File: src/rtl/tdm_pkg.sv
// Shared types for the four-channel TDM demultiplexer.
// Holds the slot count, slot encoding and alignment state enum.
package tdm_pkg;

    localparam int NUM_SLOTS = 4;

    typedef enum logic [1:0] {
        SLOT_A,
        SLOT_B,
        SLOT_C,
        SLOT_D
    } slot_t;

    typedef enum logic {
        IDLE,
        RUN
    } tdm_state_t;

endpackage

File: src/rtl/tdm_slot_cnt.sv
// Two-bit wrapping slot counter for the TDM demultiplexer.
// Ports: clk, rst (sync, active-high), i_load (jump to slot 1),
//        i_inc (advance one slot, 3 wraps to 0), o_slot (next slot to fill).
module tdm_slot_cnt
    import tdm_pkg::*;
(
    input  logic  clk,
    input  logic  rst,
    input  logic  i_load,
    input  logic  i_inc,
    output slot_t o_slot
);

    slot_t r_slot;

    // A sync word occupies slot 0 itself, so the next word is slot 1.
    always_ff @(posedge clk) begin
        if (rst) begin
            r_slot <= SLOT_A;
        end else if (i_load) begin
            r_slot <= SLOT_B;
        end else if (i_inc) begin
            r_slot <= slot_t'(r_slot + 2'd1);
        end
    end

    assign o_slot = r_slot;

endmodule

File: src/rtl/tdm_demux4.sv
// Four-channel TDM demultiplexer with slot-0 sync alignment.
// Ports: clk, rst (sync, active-high), din/din_valid/sync in;
//        a..d channel words, s1/s0 slot index, frame_valid/frame_err pulses.
// Build option: TDM_DEMUX_FRAME_BUF_EN selects double-buffered channels;
//        without it each accepted word writes its channel directly.
module tdm_demux4
    import tdm_pkg::*;
#(
    parameter int WIDTH = 8
) (
    input  logic             clk,
    input  logic             rst,
    input  logic [WIDTH-1:0] din,
    input  logic             din_valid,
    input  logic             sync,
    output logic [WIDTH-1:0] a,
    output logic [WIDTH-1:0] b,
    output logic [WIDTH-1:0] c,
    output logic [WIDTH-1:0] d,
    output logic             s1,
    output logic             s0,
    output logic             frame_valid,
    output logic             frame_err
);

    tdm_state_t       r_state;
    logic [WIDTH-1:0] r_ch [NUM_SLOTS];
    logic             r_frame_valid;
    logic             r_frame_err;

`ifdef TDM_DEMUX_FRAME_BUF_EN
    // Slot 3 needs no buffer: it is published straight from din.
    logic [WIDTH-1:0] r_buf_a;
    logic [WIDTH-1:0] r_buf_b;
    logic [WIDTH-1:0] r_buf_c;
`endif

    slot_t w_slot;
    slot_t w_slot_eff;
    logic  w_take;
    logic  w_load;
    logic  w_inc;
    logic  w_done;
    logic  w_err;

    // In IDLE only a sync word is accepted; in RUN every valid word is.
    assign w_take     = din_valid && (sync || (r_state == RUN));
    assign w_load     = w_take && sync;
    assign w_inc      = w_take && !sync;
    // A sync word always lands in slot 0, realigning the frame.
    assign w_slot_eff = sync ? SLOT_A : w_slot;
    assign w_done     = w_inc && (w_slot == SLOT_D);
    assign w_err      = w_load && (r_state == RUN) && (w_slot != SLOT_A);

    tdm_slot_cnt u_slot_cnt (
        .clk    (clk),
        .rst    (rst),
        .i_load (w_load),
        .i_inc  (w_inc),
        .o_slot (w_slot)
    );

    always_ff @(posedge clk) begin
        if (rst) begin
            r_state       <= IDLE;
            r_frame_valid <= 1'b0;
            r_frame_err   <= 1'b0;
            for (int i = 0; i < NUM_SLOTS; i++) begin
                r_ch[i] <= '0;
            end
`ifdef TDM_DEMUX_FRAME_BUF_EN
            r_buf_a <= '0;
            r_buf_b <= '0;
            r_buf_c <= '0;
`endif
        end else begin
            r_frame_valid <= w_done;
            r_frame_err   <= w_err;
            if (w_take) begin
                r_state <= RUN;
            end
`ifdef TDM_DEMUX_FRAME_BUF_EN
            // Stale slot 1/2 data after a misalignment is always
            // overwritten before the next publish, so no clear needed.
            if (w_take) begin
                case (w_slot_eff)
                    SLOT_A:  r_buf_a <= din;
                    SLOT_B:  r_buf_b <= din;
                    SLOT_C:  r_buf_c <= din;
                    default: ;
                endcase
            end
            if (w_done) begin
                r_ch[0] <= r_buf_a;
                r_ch[1] <= r_buf_b;
                r_ch[2] <= r_buf_c;
                r_ch[3] <= din;
            end
`else
            if (w_take) begin
                r_ch[w_slot_eff] <= din;
            end
`endif
        end
    end

    assign a           = r_ch[0];
    assign b           = r_ch[1];
    assign c           = r_ch[2];
    assign d           = r_ch[3];
    assign s1          = w_slot[1];
    assign s0          = w_slot[0];
    assign frame_valid = r_frame_valid;
    assign frame_err   = r_frame_err;

endmodule

File: config.mk
export PLATFORM = sky130hd
export DESIGN_NAME = tdm_demux4
export DESIGN_NICKNAME = d
export VERILOG_FILES = /design/src/rtl/tdm_pkg.sv /design/src/rtl/tdm_slot_cnt.sv /design/src/rtl/tdm_demux4.sv
export SDC_FILE = /design/constraint.sdc
export NUM_CORES = 1
export LEC_CHECK = 0
export ABC_AREA = 1
export CAP_MARGIN = 10
export CORE_MARGIN = 2
export CORE_UTILIZATION = 45
export CTS_CLUSTER_DIAMETER = 40
export DETAILED_ROUTE_END_ITERATION = 10
export GPL_ROUTABILITY_DRIVEN = 0
export MAX_ROUTING_LAYER = met4
export PLACE_DENSITY_LB_ADDON = 0.08
export SLEW_MARGIN = 10
export SYNTH_ARGS = -nofsm -noshare
export SYNTH_HDL_FRONTEND = slang
export SYNTH_SLANG_ARGS = --single-unit
File: constraint.sdc
create_clock -name clk -period 1.8 [get_ports clk]
set_clock_uncertainty 0.05 [all_clocks]
set_input_delay 0.18 -clock clk [delete_from_list [all_inputs] [get_ports clk]]
set_output_delay 0.18 -clock clk [all_outputs]
set_load 0.005 [all_outputs]
### Word-level counts from Yosys, hierarchy flattened

Memories as Yosys holds them, arrays and structs flattened.
Index checks and enable logic that the tools add are counted.

* memory bits (writable): 32
* output and inout bits: 36
* logic and storage cells: 31
* register bits: 5
* memories: 1
* input bits: 12

Memories
* r_ch: depth 4, width 8, rd ports 4, clocked after Yosys merged registers in 0, wr ports 4, RTL line tdm_demux4.sv:27 `logic [WIDTH-1:0] r_ch [NUM_SLOTS];`

* reduce and logical (&&, ||, !) cells: 12
* add/sub/neg operators: 1
* muxes and demuxes: 11
* eq/ne operators: 1

Operators with widths (number)
* 1-bit 2-to-1 mux: 8
* 8-bit 2-to-1 mux: 1
* 8-bit OR reduction: 1
* 1-bit logical AND: 6
* 2-bit 2-to-1 mux: 2
* 2-bit nonzero test: 2
* 2-bit by 1-bit adder with 2-bit output (second input constant): 1
* 2-bit == test (second input constant): 1
* 2-bit OR reduction: 1
* 1-bit logical NOT: 1
* 1-bit logical OR: 1

### Longest topological paths before layout

Gate-level depths: netlist of the first run.

* word-level depth: 7
* depth in mapped cells: 5
* mapped depth without buffers: 5

### Modules after synthesis

Synthesis of the first run repeated with hierarchy kept, for this count alone.

* cell total of the unflattened synthesis: 117
* area total of the unflattened synthesis: 1446.4 um^2

Modules (own cells, without submodules)
* tdm_demux4: cells an instance 103, seq. area each 1021.0 um^2, area each 1353.8 um^2, times used 1
* tdm_slot_cnt: cells an instance 14, seq. area each 40.0 um^2, area each 92.6 um^2, times used 1

### Worst setup path before layout of the first run

No wires, ideal clock.

* path type: register to register
* from: register u_slot_cnt.r_slot[0], in the netlist u_slot_cnt.o_slot[0]
* to: memory r_ch[3][0], enable pin
* stages on the path, launching flop included: 5
* buffers on the path: 0
* path slack: 252 ps
* required time: 1380 ps
* arrival time: 1128 ps
* period minus slack after synthesis: 1548 ps
* library setup time: 370 ps
* cells stage by stage: dfxtp_1 -> inv_1 -> nor2_1 -> nor2_1 -> nor2_1

RTL lines
* from (decl): RTL line tdm_slot_cnt.sv:14 `slot_t r_slot;`
* from (signal assigned): RTL line tdm_slot_cnt.sv:23 `r_slot <= slot_t'(r_slot + 2'd1);`
* to (decl): RTL line tdm_demux4.sv:27

==> impl_metrics.py, run 1 <==
metrics = {
    "critical_path": {
        "cp_num_buf_inv": 1,
        "cp_cell_sequence": "inv_1 -> nor2_1 -> nand4_4 -> nand2_1",
        "cp_slowest_cell": "dfxtp_1",
        "r2r_setup_slack_ns": 0.20,
        "worst_r2r_path_depth": 4,
        "cp-start-kind": "register",
        "slowest_delay_ns": 0.43,
        "path_max_fanout": 8,
        "end_kind": "register",
        "cp_top_family": "simple AND/OR/NAND/NOR gates",
        "rr_startpoint": "u_slot_cnt.o_slot[0]",
        "regToRegEndpoint": "r_ch[1][0]",
        "worstPathRequired_ns": 1.76,
        "timing_worst_setup_path_type": "register to register",
        "cp_data_arrival_time_ns": 1.56,
    },
    "power": {
        "power.leakage_nw": 0.840,
        "peakVddDrop_mv": 0.566,
        "power.density_nw_per_um2": 774,
    },
    "finish": {
        "diodes": 0,
        "fin_cells": 221,
        "nets": 190,
        "layout_commonest_cell": "clkdlybuf4s50_1",
        "post-route-util_pct": 67.9,
        "final_cell_mix": "clkdlybuf4s50_1 (47), nor2_1 (37), edfxtp_1 (32)",
        "n_fill_cell": 247,
        "layout-drive-gt1-share_pct": 11.9,
        "area_growth_pct": 42.5,
        "stdcell_area_um2": 2090,
    },
    "timing": {
        "rsz0062_at_grt": "false",
        "maxClockFrequency_mhz": 625,
        "hold_viol_final": 0,
        "tightest_slew_ns": 0.413,
        "finalCritPeriodShare_pct": 88.9,
        "finalSetupViolations": 0,
        "drv_slew": 0,
        "relSlewSlack_pct": 72.5,
        "finalSetupTns_ns": 0,
        "min_period_ns": 1.60,
        "worst_slack_ns": 0.200,
    },
    "die": {
        "io_pins": 48,
        "die_w_um": 61.1,
        "dieArea_um2": 3730,
        "start_util_pct": 47.6,
        "core_um2": 3080,
        "fp.dieH_um": 61.1,
        "rows": 20,
    },
    "clocking": {
        "clk_latency_ns": 0.33,
        "ctsResizeCount": 0,
        "cts_buffers": 5,
        "cts_root_buf": "clkbuf_4",
        "cts_tree": "done",
        "htree_levels": 2,
        "holdBufCountCts": 0,
        "cts_setup_buffers": 0,
        "cts_sinks": 37,
        "clk_pin_slew_ns": 0.10,
        "cts_max_path_buffers": 2,
    },
    "hold_path": {
        "hp-start": "r_state",
        "hp-class": "register to register",
        "min_to": "r_state",
        "hold_depth": 2,
    },
    "global_routing": {
        "grtUsageTotal_pct": 18.8,
        "grt_pass1_vias": 979,
        "antenna_found_initial": 0,
        "grt_max_degree": 12,
        "grt_pass1_wl_mm": 4.58,
        "overflow": 0,
    },
    "synth": {
        "synth_cell_types": 18,
        "async_reset_ff_share_pct": 0,
        "synth_edf_count": 32,
        "avgSynthCellArea_um2": 12.6,
        "syn_area_um2": 1470,
        "ys_warn_count": 0,
        "ys.flop_type": "edfxtp_1",
        "synthCells": 116,
        "synth_seq_cells": 37,
        "yosys.area.top_type_share_pct": 65.5,
        "synth_top_area_cell": "edfxtp_1",
        "ys_seq_area_share_pct": 72.4,
        "synthTopCellsByArea": "edfxtp_1 (66%), nor2_1 (9.5%), dfxtp_1 (6.8%)",
        "synth.net_count": 130,
    },
    "detailed_routing": {
        "wl_met1_mm": 1.19,
        "dr_wl_met3_um": 181,
        "drc_errors": 0,
        "firstDrtPassIters": 4,
        "num_vias": 1014,
        "top_layer_used": "met4",
        "final_antenna_net_count": 0,
        "drt_iter0_drc": 28,
        "routedWlPerCell_um": 13.5,
        "vias_per_cell": 4.59,
        "wirelength_mm": 2.97,
        "wl_met2_mm": 1.55,
    },
    "placement": {
        "io_buffers": 47,
        "dp_hpwl_mm": 2.23,
        "pre_cts_ws_ns": -0.0202,
        "dp.cells": 213,
        "placed_area_um2": 2040,
    },
    "run": {
        "drv_cap": 0,
    },
    "outcome": {
        "outcome": "complete, no violations",
    },
}
-- worst min-delay path, stage by stage (launching register included) --
cell and delay, ns:
dfxtp_1 0.34, nand2_1 0.09, nand2_1 0.05
-- where the power goes --
| part | switching [mW] | internal (mW) |
|---|---|---|
| logic | 0.102 | 0.115 |
| clock network | 0.255 | 0.152 |
| registers | 0.0166 | 0.977 |
-- synth_stat cells, types with 2 or more instances --
cell type / n
nand3_1: 2
nand4_4: 3
dfxtp_1: 5
ha_1: 2
nor2_1: 37
nand2_1: 12
inv_1: 13
edfxtp_1: 32
-- state kept, by name (all words and copies together), names as in the netlist --
name	count
frame_err	1
frame_valid	1
r_ch	32
r_state	1
u_slot_cnt.o_slot	2
-- layout make-up --
cell class,count,area (µm²),share of cell area (%)
Clock buffer,7,45.0,2.16
Clock inverter,1,5.00,0.240
Inverter,14,52.6,2.51
Multi-Input combinational cell,63,340,16.3
Sequential cell,37,1060,50.8
Tap cell,44,55.1,2.63
Timing Repair Buffer,55,531,25.4
-- worst max-delay path by stage --
stage / end / slack [ns] / cells after the start / start
6_report: r_ch[1][0] / 0.20 / 4 / u_slot_cnt.o_slot[0]
5_1_grt: r_ch[1][0] / 0.08 / 4 / u_slot_cnt.o_slot[0]
4_1_cts: r_ch[1][0] / 0.19 / 4 / u_slot_cnt.o_slot[0]
3_5_place_dp: r_ch[1][6] / -0.02 / 4 / sync
3_3_place_gp: r_ch[1][6] / 0.02 / 4 / sync
2_1_floorplan: r_ch[3][0] / 0.25 / 4 / u_slot_cnt.o_slot[0]
-- metrics by stage --
step | total power [mW] | hold WS [ns]
detailed placement | 1.23 | 0.459
finish | 1.62 | 0.472
global route | 1.68 | 0.479
global placement | 1.23 | 0.459
CTS | 1.63 | 0.472
floorplan | 1.09 | 0.256
-- layer usage --
layer  track usage (%)  vias to the layer above
li1                  -                      502
met3              6.09                        4
met4              8.39                        0
met1              20.4                      472
met2              31.5                       36
met5                 -                        -
-- logic make-up after synthesis --
| kind of cell | count (synthesis) | share of synthesized area [%] |
|---|---|---|
| and+or+nand+nor | 59 | 20.8 |
| buffers and inverters | 16 | 4.44 |
| DFF | 37 | 72.4 |
| AOI/OAI and AO/OA | 2 | 0.682 |
| adders and majority gates | 2 | 1.71 |
Note: power is estimated with default switching activity, not from simulation.
==> run 2: changes to the inputs <==
Settings changed: CORE_UTILIZATION 45 to 48.
Clock period 1.8 ns to 1.9 ns, I/O delays scaled along.
==> impl_metrics.py, run 2 (synthesized netlist as in run 1, its figures left out) <==
metrics = {
    "clocking": {
        "clk_latency_ns": 0.33,
        "clk_pin_slew_ns": 0.11,
        "cts_max_path_buffers": 2,
        "cts_tree": "done",
        "cts_sinks": 37,
        "cts_setup_buffers": 0,
        "htree_levels": 2,
        "holdBufCountCts": 0,
        "ctsResizeCount": 0,
        "cts_root_buf": "clkbuf_4",
        "cts_buffers": 5,
    },
    "finish": {
        "final_cell_mix": "clkdlybuf4s50_1 (47), nor2_1 (37), edfxtp_1 (32)",
        "top_register": "r_ch",
        "layout-drive-gt1-share_pct": 10.9,
        "area_growth_pct": 40.1,
        "nets": 187,
        "fin_cells": 207,
        "layout_commonest_cell": "clkdlybuf4s50_1",
        "diodes": 0,
        "largest_reg_flops": 32,
    },
    "timing": {
        "min_period_ns": 1.55,
        "tightest_slew_ns": 0.478,
        "hold_viol_final": 0,
        "drv_slew": 0,
        "finalCritPeriodShare_pct": 81.6,
        "maxClockFrequency_mhz": 645,
        "rsz0062_at_grt": "false",
        "finalSetupTns_ns": 0,
        "relSlewSlack_pct": 68.1,
        "finalSetupViolations": 0,
    },
    "die": {
        "rows": 20,
        "die_w_um": 59.3,
        "io_pins": 48,
        "core_um2": 2980,
        "start_util_pct": 49.2,
        "dieArea_um2": 3510,
        "fp.dieH_um": 59.3,
    },
    "detailed_routing": {
        "drc_errors": 0,
        "num_vias": 1009,
        "wirelength_mm": 3.05,
        "firstDrtPassIters": 4,
        "final_antenna_net_count": 0,
        "drt_iter0_drc": 18,
        "routedWlPerCell_um": 14.7,
        "vias_per_cell": 4.87,
    },
    "global_routing": {
        "grtUsageTotal_pct": 19.2,
        "grt_max_degree": 12,
        "overflow": 0,
        "grt_pass1_wl_mm": 4.53,
        "grt_pass1_vias": 941,
        "antenna_found_initial": 0,
    },
    "power": {
        "totalPowerFinal_mw": 1.53,
        "power.density_nw_per_um2": 746,
        "peakVddDrop_mv": 0.377,
        "power.leakage_nw": 0.828,
    },
    "critical_path": {
        "path_max_fanout": 8,
        "worstPathRequired_ns": 1.87,
        "end_kind": "register",
        "regToRegEndpoint": "r_ch[1][3]",
        "r2r_setup_slack_ns": 0.35,
        "cp-start-kind": "register",
        "rr_startpoint": "u_slot_cnt.o_slot[0]",
        "cp_data_arrival_time_ns": 1.52,
        "worst_r2r_path_depth": 4,
        "worstSetupStartpoint": "u_slot_cnt.o_slot[0]",
        "endpoint": "r_ch[1][3]",
        "timing_worst_setup_path_type": "register to register",
    },
    "placement": {
        "dp.cells": 199,
        "dp_hpwl_mm": 2.22,
        "io_buffers": 47,
    },
    "outcome": {
        "outcome": "complete, no violations",
    },
    "run": {
        "drv_cap": 0,
    },
    "hold_path": {
        "hp-class": "register to register",
    },
}
-- run 2: metal layers --
layer  share of wire [%]  track usage [%]  vias to the layer above
met5                   0                -                        -
met4                0.82             6.82                        0
met3                 5.6             6.33                        4
met2                  51             31.4                       35
met1                  43             21.9                      475
li1                    -                -                      495
-- run 2: critical path, stage by stage (launching register included) --
cell and delay (ns):
dfxtp_1 0.42, inv_1 0.09, nor2_1 0.25, nand4_4 0.13
nand2_1 0.31
-- run 2: power by group --
group / total [mW] / internal (mW) / switching (mW)
registers: 0.941 / 0.926 / 0.0157
clock network: 0.390 / 0.141 / 0.249
logic: 0.201 / 0.105 / 0.0960
total: 1.53 / 1.17 / 0.360
-- run 2: worst min-delay path by stage --
stage                 to  slack, ns  cells after the start  startpoint
2_1_floorplan  frame_err       0.27                      2        sync
3_3_place_gp     r_state       0.45                      2     r_state
3_5_place_dp     r_state       0.45                      2     r_state
4_1_cts          r_state       0.46                      2     r_state
5_1_grt        frame_err       0.51                      2     r_state
6_report       frame_err       0.46                      2     r_state
-- run 2: area by class of cell --
| cell class | count | area [µm²] |
|---|---|---|
| clock buffers | 6 | 41.3 |
| clock inverters | 2 | 10.0 |
| fillers | 223 | 923 |
| inverters | 14 | 52.6 |
| multi-input cells | 63 | 340 |
| flip-flops and latches | 37 | 1060 |
| well taps | 33 | 41.3 |
| repair buffers | 52 | 508 |
-- run 2: metrics by stage --
step	util, %	hold slack [ns]	worst slack [ns]	area, µm²
final	69.0	0.458	0.349	2050
after global routing	69.0	0.510	0.228	2050
after detailed placement	67.3	0.446	0.0441	2000
after CTS	69.0	0.462	0.331	2050
after global placement	67.3	0.451	0.0998	2000
after floorplan	-	0.266	0.352	1470
==> run 3: changes to the inputs <==
Settings changed: CORE_UTILIZATION 48 to 45.
Clock period 1.9 ns to 1.5 ns, I/O delays scaled along.
==> impl_metrics.py, run 3 (synthesized netlist as in run 1, its figures left out) <==
metrics = {
    "timing": {
        "hold_viol_final": 0,
        "finalCritPeriodShare_pct": 93.1,
        "finalSetupViolations": 0,
        "relSlewSlack_pct": 73.8,
        "finalSetupTns_ns": 0,
        "min_period_ns": 1.40,
        "rsz0062_at_grt": "false",
        "tightest_slew_ns": 0.392,
        "maxClockFrequency_mhz": 716,
        "drv_slew": 0,
        "holdWs_ns": 0.469,
    },
    "hold_path": {
        "hp-class": "input port to register",
    },
    "power": {
        "totalPowerFinal_mw": 2.16,
        "power.density_nw_per_um2": 968,
        "power.leakage_nw": 0.916,
        "peakVddDrop_mv": 0.676,
    },
    "critical_path": {
        "cp_num_buf_inv": 1,
        "worstPathRequired_ns": 1.30,
        "cp-start-kind": "register",
        "cp_data_arrival_time_ns": 1.20,
        "cp_slowest_cell": "clkdlybuf4s50_1",
        "slowest_delay_ns": 0.51,
        "cp_top_family": "buffers and inverters",
        "timing_worst_setup_path_type": "register to output pin",
        "cp_cell_sequence": "clkdlybuf4s50_1",
        "end_kind": "output pin",
        "path_max_fanout": 1,
    },
    "detailed_routing": {
        "top_layer_used": "met4",
        "routedWlPerCell_um": 13.1,
        "wl_met2_mm": 1.55,
        "drc_errors": 0,
        "firstDrtPassIters": 4,
        "num_vias": 1043,
        "final_antenna_net_count": 0,
        "dr_wl_met3_um": 172,
        "wirelength_mm": 3.01,
        "drt_iter0_drc": 19,
        "wl_met1_mm": 1.25,
        "vias_per_cell": 4.55,
    },
    "clocking": {
        "clk_pin_slew_ns": 0.11,
        "holdBufCountCts": 0,
        "cts_tree": "done",
        "cts_max_path_buffers": 2,
        "cts_root_buf": "clkbuf_4",
        "cts_sinks": 37,
        "cts_setup_buffers": 0,
        "htree_levels": 2,
        "clk_latency_ns": 0.33,
        "cts_buffers": 5,
        "ctsResizeCount": 4,
    },
    "finish": {
        "layout_commonest_cell": "clkdlybuf4s50_1",
        "post-route-util_pct": 72.5,
        "area_growth_pct": 52.1,
        "top_register": "r_ch",
        "largest_reg_flops": 32,
        "nets": 198,
        "layout-drive-gt1-share_pct": 17.8,
        "final_cell_mix": "clkdlybuf4s50_1 (45), nor2_1 (36), edfxtp_1 (32)",
        "fin_cells": 229,
        "diodes": 0,
    },
    "placement": {
        "dp.cells": 221,
        "dp_hpwl_mm": 2.29,
        "io_buffers": 47,
    },
    "die": {
        "io_pins": 48,
        "dieArea_um2": 3730,
        "die_w_um": 61.1,
        "rows": 20,
        "start_util_pct": 47.6,
        "core_um2": 3080,
        "fp.dieH_um": 61.1,
    },
    "global_routing": {
        "grt_pass1_vias": 958,
        "grt_max_degree": 13,
        "grt_pass1_wl_mm": 4.53,
        "antenna_found_initial": 0,
        "overflow": 0,
        "grtUsageTotal_pct": 18.5,
    },
    "outcome": {
        "outcome": "complete, no violations",
    },
    "run": {
        "drv_cap": 0,
    },
}
-- run 3: path summary, 6_finish.rpt --
path | cells after the start | slack [ns] | end | start
setup / recovery | 1 | 0.10 | a[0] | r_ch[0][0]
hold / removal | 3 | 0.47 | frame_err | sync
setup reg to reg | 5 | 0.15 | r_ch[1][2] | u_slot_cnt.o_slot[1]
hold reg to reg | 2 | 0.48 | frame_err | r_state
-- run 3: power by group --
part           leakage, nW  switching (mW)  internal (mW)  total, mW
sequential           0.372          0.0158           1.17       1.19
combinational        0.506           0.132          0.168      0.300
clock               0.0389           0.326          0.345      0.671
-- run 3: per-layer routing --
layer  track usage, %  vias to the layer above
met5                -                        -
met4             8.07                        0
met3             5.25                        4
met2             30.4                       37
met1             20.9                      484
li1                 -                      518
-- run 3: area by class of cell --
class	instances	area [µm²]
multi-input cells	63	343
clock inverters	3	41.3
fillers	240	847
inverters	14	52.6
flip-flops and latches	37	1060
clock buffers	5	37.5
well taps	44	55.1
repair buffers	63	638
-- run 3: worst reg2reg max path: cells and delay by family (launching register included) --
kind,cells,cell delay (ns)
and+or+nand+nor,3,0.43
buffers and inverters,2,0.27
DFF,1,0.33
-- run 3: through the flow --
step | worst slack [ns] | instance area [µm²]
6_report | 0.103 | 2230
5_1_grt | 0.0407 | 2230
4_1_cts | 0.0763 | 2230
3_5_place_dp | -0.218 | 2150
3_3_place_gp | -0.170 | 2150
2_1_floorplan | 0.0592 | 1470
